<file path="src/rtl/dds_pkg.sv">
// ---------------------------------------------------------------------------
// dds_pkg
//   Shared definitions for the DDS waveform generator.
//   - wave_e      : waveform select codes (sine / square / triangle)
//   - wave_valid  : 1 when a 3-bit select code is one of the three waveforms
//   - mid_of      : offset-binary midscale for a given sample width
//   - *_DEF / MID : default widths and the default midscale value
// ---------------------------------------------------------------------------
package dds_pkg;

  typedef enum logic [2:0] {
    WAVE_TRI    = 3'b011,
    WAVE_SQUARE = 3'b101,
    WAVE_SINE   = 3'b110
  } wave_e;

  localparam int PHASE_W_DEF = 32;
  localparam int ADDR_W_DEF  = 10;
  localparam int DATA_W_DEF  = 10;

  function automatic int mid_of(input int w);
    return 1 << (w - 1);
  endfunction

  localparam int MID = mid_of(DATA_W_DEF);

  function automatic logic wave_valid(input logic [2:0] code);
    return (code == WAVE_SINE) || (code == WAVE_SQUARE) || (code == WAVE_TRI);
  endfunction

endpackage

</file>
<file path="src/rtl/dds_wave_gen_if.sv">
// ---------------------------------------------------------------------------
// dds_wave_gen_if
//   Control inputs from the frequency/waveform controller and the parallel
//   DAC outputs of the DDS core.
//   Control : en, fre_k[PHASE_W], sel_wave[3]
//   DAC     : dac_data[DATA_W], dac_valid, wrap_pulse, sel_active[3]
//   modport master : controller / DAC side (drives control, reads DAC bus)
//   modport slave  : DDS core side (reads control, drives DAC bus)
//
//   Handshake: dac_valid qualifies dac_data, wrap_pulse and sel_active in the
//   same cycle. There is no ready; the sink must accept every valid sample.
//   While dac_valid is low, dac_data holds the last live sample.
// ---------------------------------------------------------------------------
interface dds_wave_gen_if #(
  parameter int PHASE_W = 32,
  parameter int DATA_W  = 10
);
  logic               en;
  logic [PHASE_W-1:0] fre_k;
  logic [2:0]         sel_wave;
  logic [DATA_W-1:0]  dac_data;
  logic               dac_valid;
  logic               wrap_pulse;
  logic [2:0]         sel_active;

  modport master (
    output en, fre_k, sel_wave,
    input  dac_data, dac_valid, wrap_pulse, sel_active
  );

  modport slave (
    input  en, fre_k, sel_wave,
    output dac_data, dac_valid, wrap_pulse, sel_active
  );
endinterface

</file>
<file path="src/rtl/sine_qrom.sv">
// ---------------------------------------------------------------------------
// sine_qrom
//   Quarter-wave sine magnitude table, synchronous read.
//   Entry i = round((2^DW-1) * sin(pi/2 * i/(2^AW-1))), so entry 0 is 0 and
//   the last entry is full scale; the mirrored quarters then hit the exact
//   peak and trough codes.
//   The table is a constant computed at elaboration.
//   Ports: clk, rst_n (async, active-low), addr[AW] in, data[DW] out (1 clk).
// ---------------------------------------------------------------------------
module sine_qrom #(
  parameter int AW = 8,
  parameter int DW = 9
) (
  input  logic          clk,
  input  logic          rst_n,
  input  logic [AW-1:0] addr,
  output logic [DW-1:0] data
);
  localparam int DEPTH = 1 << AW;

  function automatic logic [DW-1:0] qsin(input int i);
    real amp;
    real ang;
    amp = real'((1 << DW) - 1);
    ang = 1.5707963267948966 * real'(i) / real'(DEPTH - 1);
    return DW'($rtoi(amp * $sin(ang) + 0.5));
  endfunction

  logic [DW-1:0] rom [DEPTH];

  for (genvar g = 0; g < DEPTH; g++) begin : g_rom
    assign rom[g] = qsin(g);
  end

  always_ff @(posedge clk or negedge rst_n) begin
    if (!rst_n) data <= '0;
    else        data <= rom[addr];
  end
endmodule

</file>
<file path="src/rtl/dds_wave_gen.sv">
// ---------------------------------------------------------------------------
// dds_wave_gen
//   DDS core: phase accumulator, glitch-free waveform select, phase decode,
//   quarter-wave sine ROM and registered output mux feeding a parallel DAC.
//   Ports:
//     clk    - system clock
//     rst_n  - asynchronous reset, active-low
//     bus    - dds_wave_gen_if.slave (en, fre_k, sel_wave in;
//              dac_data, dac_valid, wrap_pulse, sel_active out)
//   Pipeline: S0 acc register -> S1 decode -> S2 ROM -> S3 output register.
//   A sample taken from acc appears on dac_data 3 clocks later, carrying its
//   own wrap flag and waveform code.
// ---------------------------------------------------------------------------
module dds_wave_gen
  import dds_pkg::*;
#(
  parameter int PHASE_W = PHASE_W_DEF,
  parameter int ADDR_W  = ADDR_W_DEF,
  parameter int DATA_W  = DATA_W_DEF
) (
  input logic           clk,
  input logic           rst_n,
  dds_wave_gen_if.slave bus
);
  localparam logic [DATA_W-1:0] MID_L = DATA_W'(mid_of(DATA_W));

  // ---------------- S0: accumulator and select ----------------
  logic [PHASE_W-1:0] acc;
  logic               wrap_q;    // acc was reached through a carry
  logic [PHASE_W:0]   sum;
  logic [2:0]         pending;
  logic [2:0]         applied;
  logic               apply_now;

  assign sum = {1'b0, acc} + {1'b0, bus.fre_k};

  // wrap_q holds while frozen so a wrap just before en falls is still
  // reported on that sample once it is emitted.
  always_ff @(posedge clk or negedge rst_n) begin
    if (!rst_n) begin
      acc    <= '0;
      wrap_q <= 1'b0;
    end else if (bus.en) begin
      acc    <= sum[PHASE_W-1:0];
      wrap_q <= sum[PHASE_W];
    end
  end

  // The new code may only reach the output at a period boundary, or when
  // the phase is not moving (no wrap will ever come).
  assign apply_now = (bus.en && sum[PHASE_W]) || !bus.en || (bus.fre_k == '0);

  // applied takes the old pending value, so a code arriving in the wrap
  // cycle itself waits for the following wrap.
  always_ff @(posedge clk or negedge rst_n) begin
    if (!rst_n) begin
      pending <= WAVE_SINE;
      applied <= WAVE_SINE;
    end else begin
      if (wave_valid(bus.sel_wave)) pending <= bus.sel_wave;
      if (apply_now)                applied <= pending;
    end
  end

  // ---------------- S1: phase decode ----------------
  logic [ADDR_W-1:0] p;
  logic [1:0]        q;
  logic [ADDR_W-3:0] idx;

  assign p   = acc[PHASE_W-1 -: ADDR_W];
  assign q   = p[ADDR_W-1:ADDR_W-2];
  assign idx = q[0] ? ~p[ADDR_W-3:0] : p[ADDR_W-3:0];

  logic              s1_valid, s1_wrap, s1_q1, s1_msb;
  logic [2:0]        s1_sel;
  logic [ADDR_W-3:0] s1_idx;
  logic [DATA_W-1:0] s1_tri;

  always_ff @(posedge clk or negedge rst_n) begin
    if (!rst_n) begin
      s1_valid <= 1'b0;
      s1_wrap  <= 1'b0;
      s1_q1    <= 1'b0;
      s1_msb   <= 1'b0;
      s1_sel   <= WAVE_SINE;
      s1_idx   <= '0;
      s1_tri   <= '0;
    end else begin
      s1_valid <= bus.en;
      s1_wrap  <= wrap_q;
      s1_q1    <= q[1];
      s1_msb   <= acc[PHASE_W-1];
      s1_sel   <= applied;
      s1_idx   <= idx;
      s1_tri   <= acc[PHASE_W-2 -: DATA_W];
    end
  end

  // ---------------- S2: ROM read ----------------
  logic [DATA_W-2:0] rom_a;

  sine_qrom #(
    .AW(ADDR_W - 2),
    .DW(DATA_W - 1)
  ) u_rom (
    .clk  (clk),
    .rst_n(rst_n),
    .addr (s1_idx),
    .data (rom_a)
  );

  logic              s2_valid, s2_wrap, s2_q1, s2_msb;
  logic [2:0]        s2_sel;
  logic [DATA_W-1:0] s2_tri;

  always_ff @(posedge clk or negedge rst_n) begin
    if (!rst_n) begin
      s2_valid <= 1'b0;
      s2_wrap  <= 1'b0;
      s2_q1    <= 1'b0;
      s2_msb   <= 1'b0;
      s2_sel   <= WAVE_SINE;
      s2_tri   <= '0;
    end else begin
      s2_valid <= s1_valid;
      s2_wrap  <= s1_wrap;
      s2_q1    <= s1_q1;
      s2_msb   <= s1_msb;
      s2_sel   <= s1_sel;
      s2_tri   <= s1_tri;
    end
  end

  // ---------------- S3: output mux ----------------
  logic [DATA_W-1:0] mux_out;

  always_comb begin
    mux_out = MID_L;
    case (s2_sel)
      WAVE_SINE:   mux_out = s2_q1 ? (MID_L - DATA_W'(1) - {1'b0, rom_a})
                                   : (MID_L + {1'b0, rom_a});
      WAVE_SQUARE: mux_out = s2_msb ? '0 : '1;
      WAVE_TRI:    mux_out = s2_msb ? ~s2_tri : s2_tri;
      default:     mux_out = MID_L;
    endcase
  end

  logic [DATA_W-1:0] dac_data_q;
  logic              dac_valid_q, wrap_pulse_q;
  logic [2:0]        sel_active_q;

  // dac_data and sel_active only move on a live sample, so they hold the
  // last value while the phase is frozen.
  always_ff @(posedge clk or negedge rst_n) begin
    if (!rst_n) begin
      dac_data_q   <= MID_L;
      dac_valid_q  <= 1'b0;
      wrap_pulse_q <= 1'b0;
      sel_active_q <= WAVE_SINE;
    end else if (s2_valid) begin
      dac_data_q   <= mux_out;
      dac_valid_q  <= 1'b1;
      wrap_pulse_q <= s2_wrap;
      sel_active_q <= s2_sel;
    end else begin
      dac_valid_q  <= 1'b0;
      wrap_pulse_q <= 1'b0;
    end
  end

  assign bus.dac_data   = dac_data_q;
  assign bus.dac_valid  = dac_valid_q;
  assign bus.wrap_pulse = wrap_pulse_q;
  assign bus.sel_active = sel_active_q;

endmodule
</file>
<file path="src/flat_wrapper.sv">
// flat-port wrapper written by rule: the top's interface ports become plain ports
module dds_wave_gen_flat import dds_pkg::*;
#(
  parameter int PHASE_W = PHASE_W_DEF,
  parameter int ADDR_W  = ADDR_W_DEF,
  parameter int DATA_W  = DATA_W_DEF
)
  (clk, rst_n, bus_en, bus_fre_k, bus_sel_wave, bus_dac_data, bus_dac_valid, bus_wrap_pulse, bus_sel_active);
  dds_wave_gen_if #(.PHASE_W(PHASE_W), .DATA_W(DATA_W)) bus_i ();
  input logic clk;
  input logic rst_n;
  input wire logic [$bits(bus_i.en)-1:0] bus_en;
  input wire logic [$bits(bus_i.fre_k)-1:0] bus_fre_k;
  input wire logic [$bits(bus_i.sel_wave)-1:0] bus_sel_wave;
  output wire logic [$bits(bus_i.dac_data)-1:0] bus_dac_data;
  output wire logic [$bits(bus_i.dac_valid)-1:0] bus_dac_valid;
  output wire logic [$bits(bus_i.wrap_pulse)-1:0] bus_wrap_pulse;
  output wire logic [$bits(bus_i.sel_active)-1:0] bus_sel_active;
  assign bus_i.en = bus_en;
  assign bus_i.fre_k = bus_fre_k;
  assign bus_i.sel_wave = bus_sel_wave;
  assign bus_dac_data = bus_i.dac_data;
  assign bus_dac_valid = bus_i.dac_valid;
  assign bus_wrap_pulse = bus_i.wrap_pulse;
  assign bus_sel_active = bus_i.sel_active;
  dds_wave_gen #(.PHASE_W(PHASE_W), .ADDR_W(ADDR_W), .DATA_W(DATA_W)) u_core (.clk(clk), .rst_n(rst_n), .bus(bus_i));
endmodule
</file>
<file path="config.mk">
export PLATFORM = sky130hd
export DESIGN_NAME = dds_wave_gen_flat
export DESIGN_NICKNAME = d
export VERILOG_FILES = /design/src/rtl/dds_pkg.sv /design/src/rtl/dds_wave_gen_if.sv /design/src/rtl/sine_qrom.sv /design/src/rtl/dds_wave_gen.sv /design/src/flat_wrapper.sv
export SDC_FILE = /design/constraint.sdc
export NUM_CORES = 1
export LEC_CHECK = 0
export CAP_MARGIN = 25
export CORE_MARGIN = 1.5
export CORE_UTILIZATION = 25
export CTS_CLUSTER_SIZE = 16
export DETAILED_ROUTE_END_ITERATION = 7
export PLACE_DENSITY = 0.51
export SYNTH_ARGS = -nofsm -noshare
export SYNTH_HDL_FRONTEND = slang
export SYNTH_SLANG_ARGS = --single-unit
</file>
<file path="constraint.sdc">
create_clock -name clk -period 2.5 [get_ports clk]
set_input_delay 0.25 -clock clk [delete_from_list [all_inputs] [get_ports clk]]
set_output_delay 0.25 -clock clk [all_outputs]
set_load 0.02 [all_outputs]
</file>
==> results.md <==
* Status: finished, final reports clean
* Clock Sinks at 103
* Finished Layout Cells at 1438
* Via count at 7374
* Setup violators final at 0
* Crit path DAT at 2.70 ns
* Fmax at 405.3 MHz
* Post-route ant nets at 0
* Worst setup path category: input port to register
* Gr ovfl total at 0
* Clock power share at 0.095
* Final #Nets at 1123
* Hold Fails Final Rpt at 0
* GPL Wtd Cong at 0.8534
* Hold Crit Class: input port to register
* Mean post-synth cell area at 8.743 µm²
* DR iter-0 viols at 587
* I/O Buffers at 52
* Crit path max fanout at 3
* Post-Syn Area at 0.007790 mm²
* Vert. Die Dim at 179.5 µm
* Leak Pwr at 0.004225 µW
* Cell count after placement at 1415
* Cell Pwr Density at 1480 mW/mm²
* Worst Max-Slew Pin Slew at 0.6631 ns
* Worst skew pair latency at 0.35 ns
* DRT Wirelength at 23.16 mm
* Setup TNS at 0 ns
* Ant. Diodes at 0
* Slowest cell delay on critical path at 0.49 ns
* Critical path data required time at 2.73 ns
* Gr usage total at 0.1403
* CP Capture Type: register
* Post-synth EDFFs at 0
* Sw frac at 0.4587
* Share of layout cells above drive strength 1 at 0.2457
* Startpoint types: input port
* Final core utilization at 0.3294
* Die X at 179.5 µm
* Synth Flop Type: dfrtp_1
* Hold Path Depth at 1
* Internal Power at 8093 µW
* Drt pass-1 iters at 5
* First-pass GRT wire length at 37.58 mm
* Worst relative slew slack at 0.5570
* Async SR Flop Fraction at 1.000
* Syn Inst Count at 891
* Slew Viols, Final at 0
* # IOs at 53
* Detailed Place HPWL at 17.30 mm
* Root Buffer: clkbuf_16
* Initial core utilization at 0.2540
* Fin crit share at 0.9870
* Largest net degree at the start of global routing at 60
* DR vias/cell at 5.128
* H-tree levels at 3
* #FFs+latches synth at 103
* Clk buf depth at 2
* CTS Buf Count at 9
* Combinational share of power at 0.689
* DRC at 0
* Setup Skew at 0.01450 ns
* Warnings from Yosys at 0
* RSZ-0062 raised after global routing: true
* WL/cell at 16.10 µm
* R2R depth at 11
* CTS clk-pin slew, worst paths at 0.08 ns
* CTS tree: done
* Synth-to-layout area growth at 29.68%
* Floorplan row count at 64
* Seq/Total Area, Yosys at 0.3326
* Die area at 0.03223 mm²
* Mapped Nets at 977
* Highest-delay cell along the critical path: clkdlybuf4s50_1
* NetSw at 6859 µW
* Sequential Power Share at 0.216
* Vias in the first global route at 7178
* Total of max-cap violations at 0
* Critical path cell sequence: clkdlybuf4s50_1 -> ha_1 -> a21o_1 -> o21bai_1 -> a31oi_1 -> nand3_1 -> o211ai_1 -> nand2_2 -> mux2_4
* Most frequent cells in the layout: 143 x buf_4, 90 x dfrtp_1, 88 x nand2_1
* Peak supply drop at 0.0004688 V
* Initial antenna violation count at 0
* Yosys cell types at 79
* R2R setup slack at 0.04 ns
* Fin crit period at 2.468 ns
* Core box area at 0.03067 mm²
* Most common cell after layout, fill and taps aside: buf_4
## synthesized netlist by cell type (11+ instances only)
library cell  number  area [µm²]
a21o_1            14       105.1
a21oi_1           65       325.3
a221o_1           12       120.1
a31oi_1           19       118.9
buf_2             22       110.1
clkbuf_1          35       131.4
dfrtp_1           92        2302
dfstp_2           11       289.0
ha_1              47       588.1
inv_1             25       93.84
mux2_2            30       337.8
nand2_1           90       337.8
nand2b_1          13       81.33
nand3_1           21       105.1
nand4_1           14       87.58
nor2_1            60       225.2
nor2b_1           14       87.58
nor3_1            14       70.07
nor4_1            11       68.82
o211ai_1          11       82.58
o21ai_0           59       295.3
o221ai_1          13       113.9
o22ai_1           11       68.82
xnor2_1           14       122.6
xor2_1            20       175.2
## sequential cells by signal (all words and copies together) (netlist names), 3 cells and up
name	cells
u_core.bus.sel_active	3
u_core.pending	3
u_core.bus.dac_data	10
u_core.s2_tri	10
u_core.s1_tri	10
u_core.s1_sel	3
u_core.s2_sel	3
u_core.s1_idx	8
u_core.applied	3
u_core.acc	32
u_core.u_rom.data	9
## power groups by stage
stage	Sequential (µW)	Combinational, µW	Clock (µW)
final	3220	10300	1420
after global routing	3340	11300	1530
after CTS	3230	10000	1470
after detailed placement	3260	9910	0
after global placement	3240	9910	0
after floorplan	3050	6450	0
## kinds of logic (layout without fill, tap and decap cells)
logic type,count (synthesis),count (layout),share of synthesized area
adders and majority gates,48,48,0.07806
buffers and inverters,94,245,0.05477
xor gates and xnor gates,34,34,0.03823
DFF,103,103,0.3326
and+or+nand+nor,271,271,0.1670
muxes,38,38,0.06168
AOI/OAI and AO/OA,303,303,0.2676
## worst max-delay path, delay by kind of cell
family	cells	cell delay, ns
adders and majority gates	1	0.35
and+or+nand+nor	2	0.33
AOI/OAI and AO/OA	4	0.96
buffers and inverters	1	0.49
muxes	1	0.31
## final timing paths
kind	start	to
worst min-delay path	bus_en	u_core.s1_valid
worst max register to register	u_core.acc[0]	u_core.acc[22]
min in group asynchronous	rst_n	u_core.acc[9]
worst max-delay path	bus_fre_k[15]	u_core.applied[0]
worst min register to register	u_core.s1_q1	u_core.s2_q1
max in group asynchronous	rst_n	u_core.s1_sel[2]
## stage by stage
| stage | total power, µW | hold slack (ns) | instance area [µm²] | worst slack, ns |
|---|---|---|---|---|
| 2_1_floorplan | 9504 | -0.04559 | 7797 | -0.02034 |
| 3_3_place_gp | 13150 | 0.2079 | 9623 | -0.3641 |
| 3_5_place_dp | 13170 | 0.2084 | 9623 | -0.4137 |
| 4_1_cts | 14720 | 0.2617 | 9981 | -0.01167 |
| 5_1_grt | 16180 | 0.2831 | 10100 | -0.06499 |
| 6_report | 14950 | 0.2877 | 10100 | 0.03244 |
## layout make-up
type / count / area [µm²]
clock buffers: 9 / 225.2
clock inverters: 7 / 77.57
inverters: 28 / 105.1
repair buffers: 201 / 1710
flip-flops and latches: 103 / 2594
fillers: 3191 / 20570
multi-input cells: 694 / 4895
well taps: 396 / 495.5
## timing repair
item,in CTS,in global routing
hold endpoints to repair,21,0
endpoints found under the setup margin,6,23
pin swaps,8,6
buffers inserted,5,1
resized for setup,4,25
hold buffers,1,0
cloned,0,0
## per-layer routing
| layer | global-route usage | wire [µm] | up-vias |
|---|---|---|---|
| met5 | 0 | 0 | - |
| met4 | 0.03033 | 291 | 0 |
| met3 | 0.01945 | 745 | 22 |
| met2 | 0.2305 | 10850 | 171 |
| met1 | 0.1953 | 11270 | 3563 |
| li1 | - | - | 3618 |
Note: power is estimated with default switching activity, not from simulation.
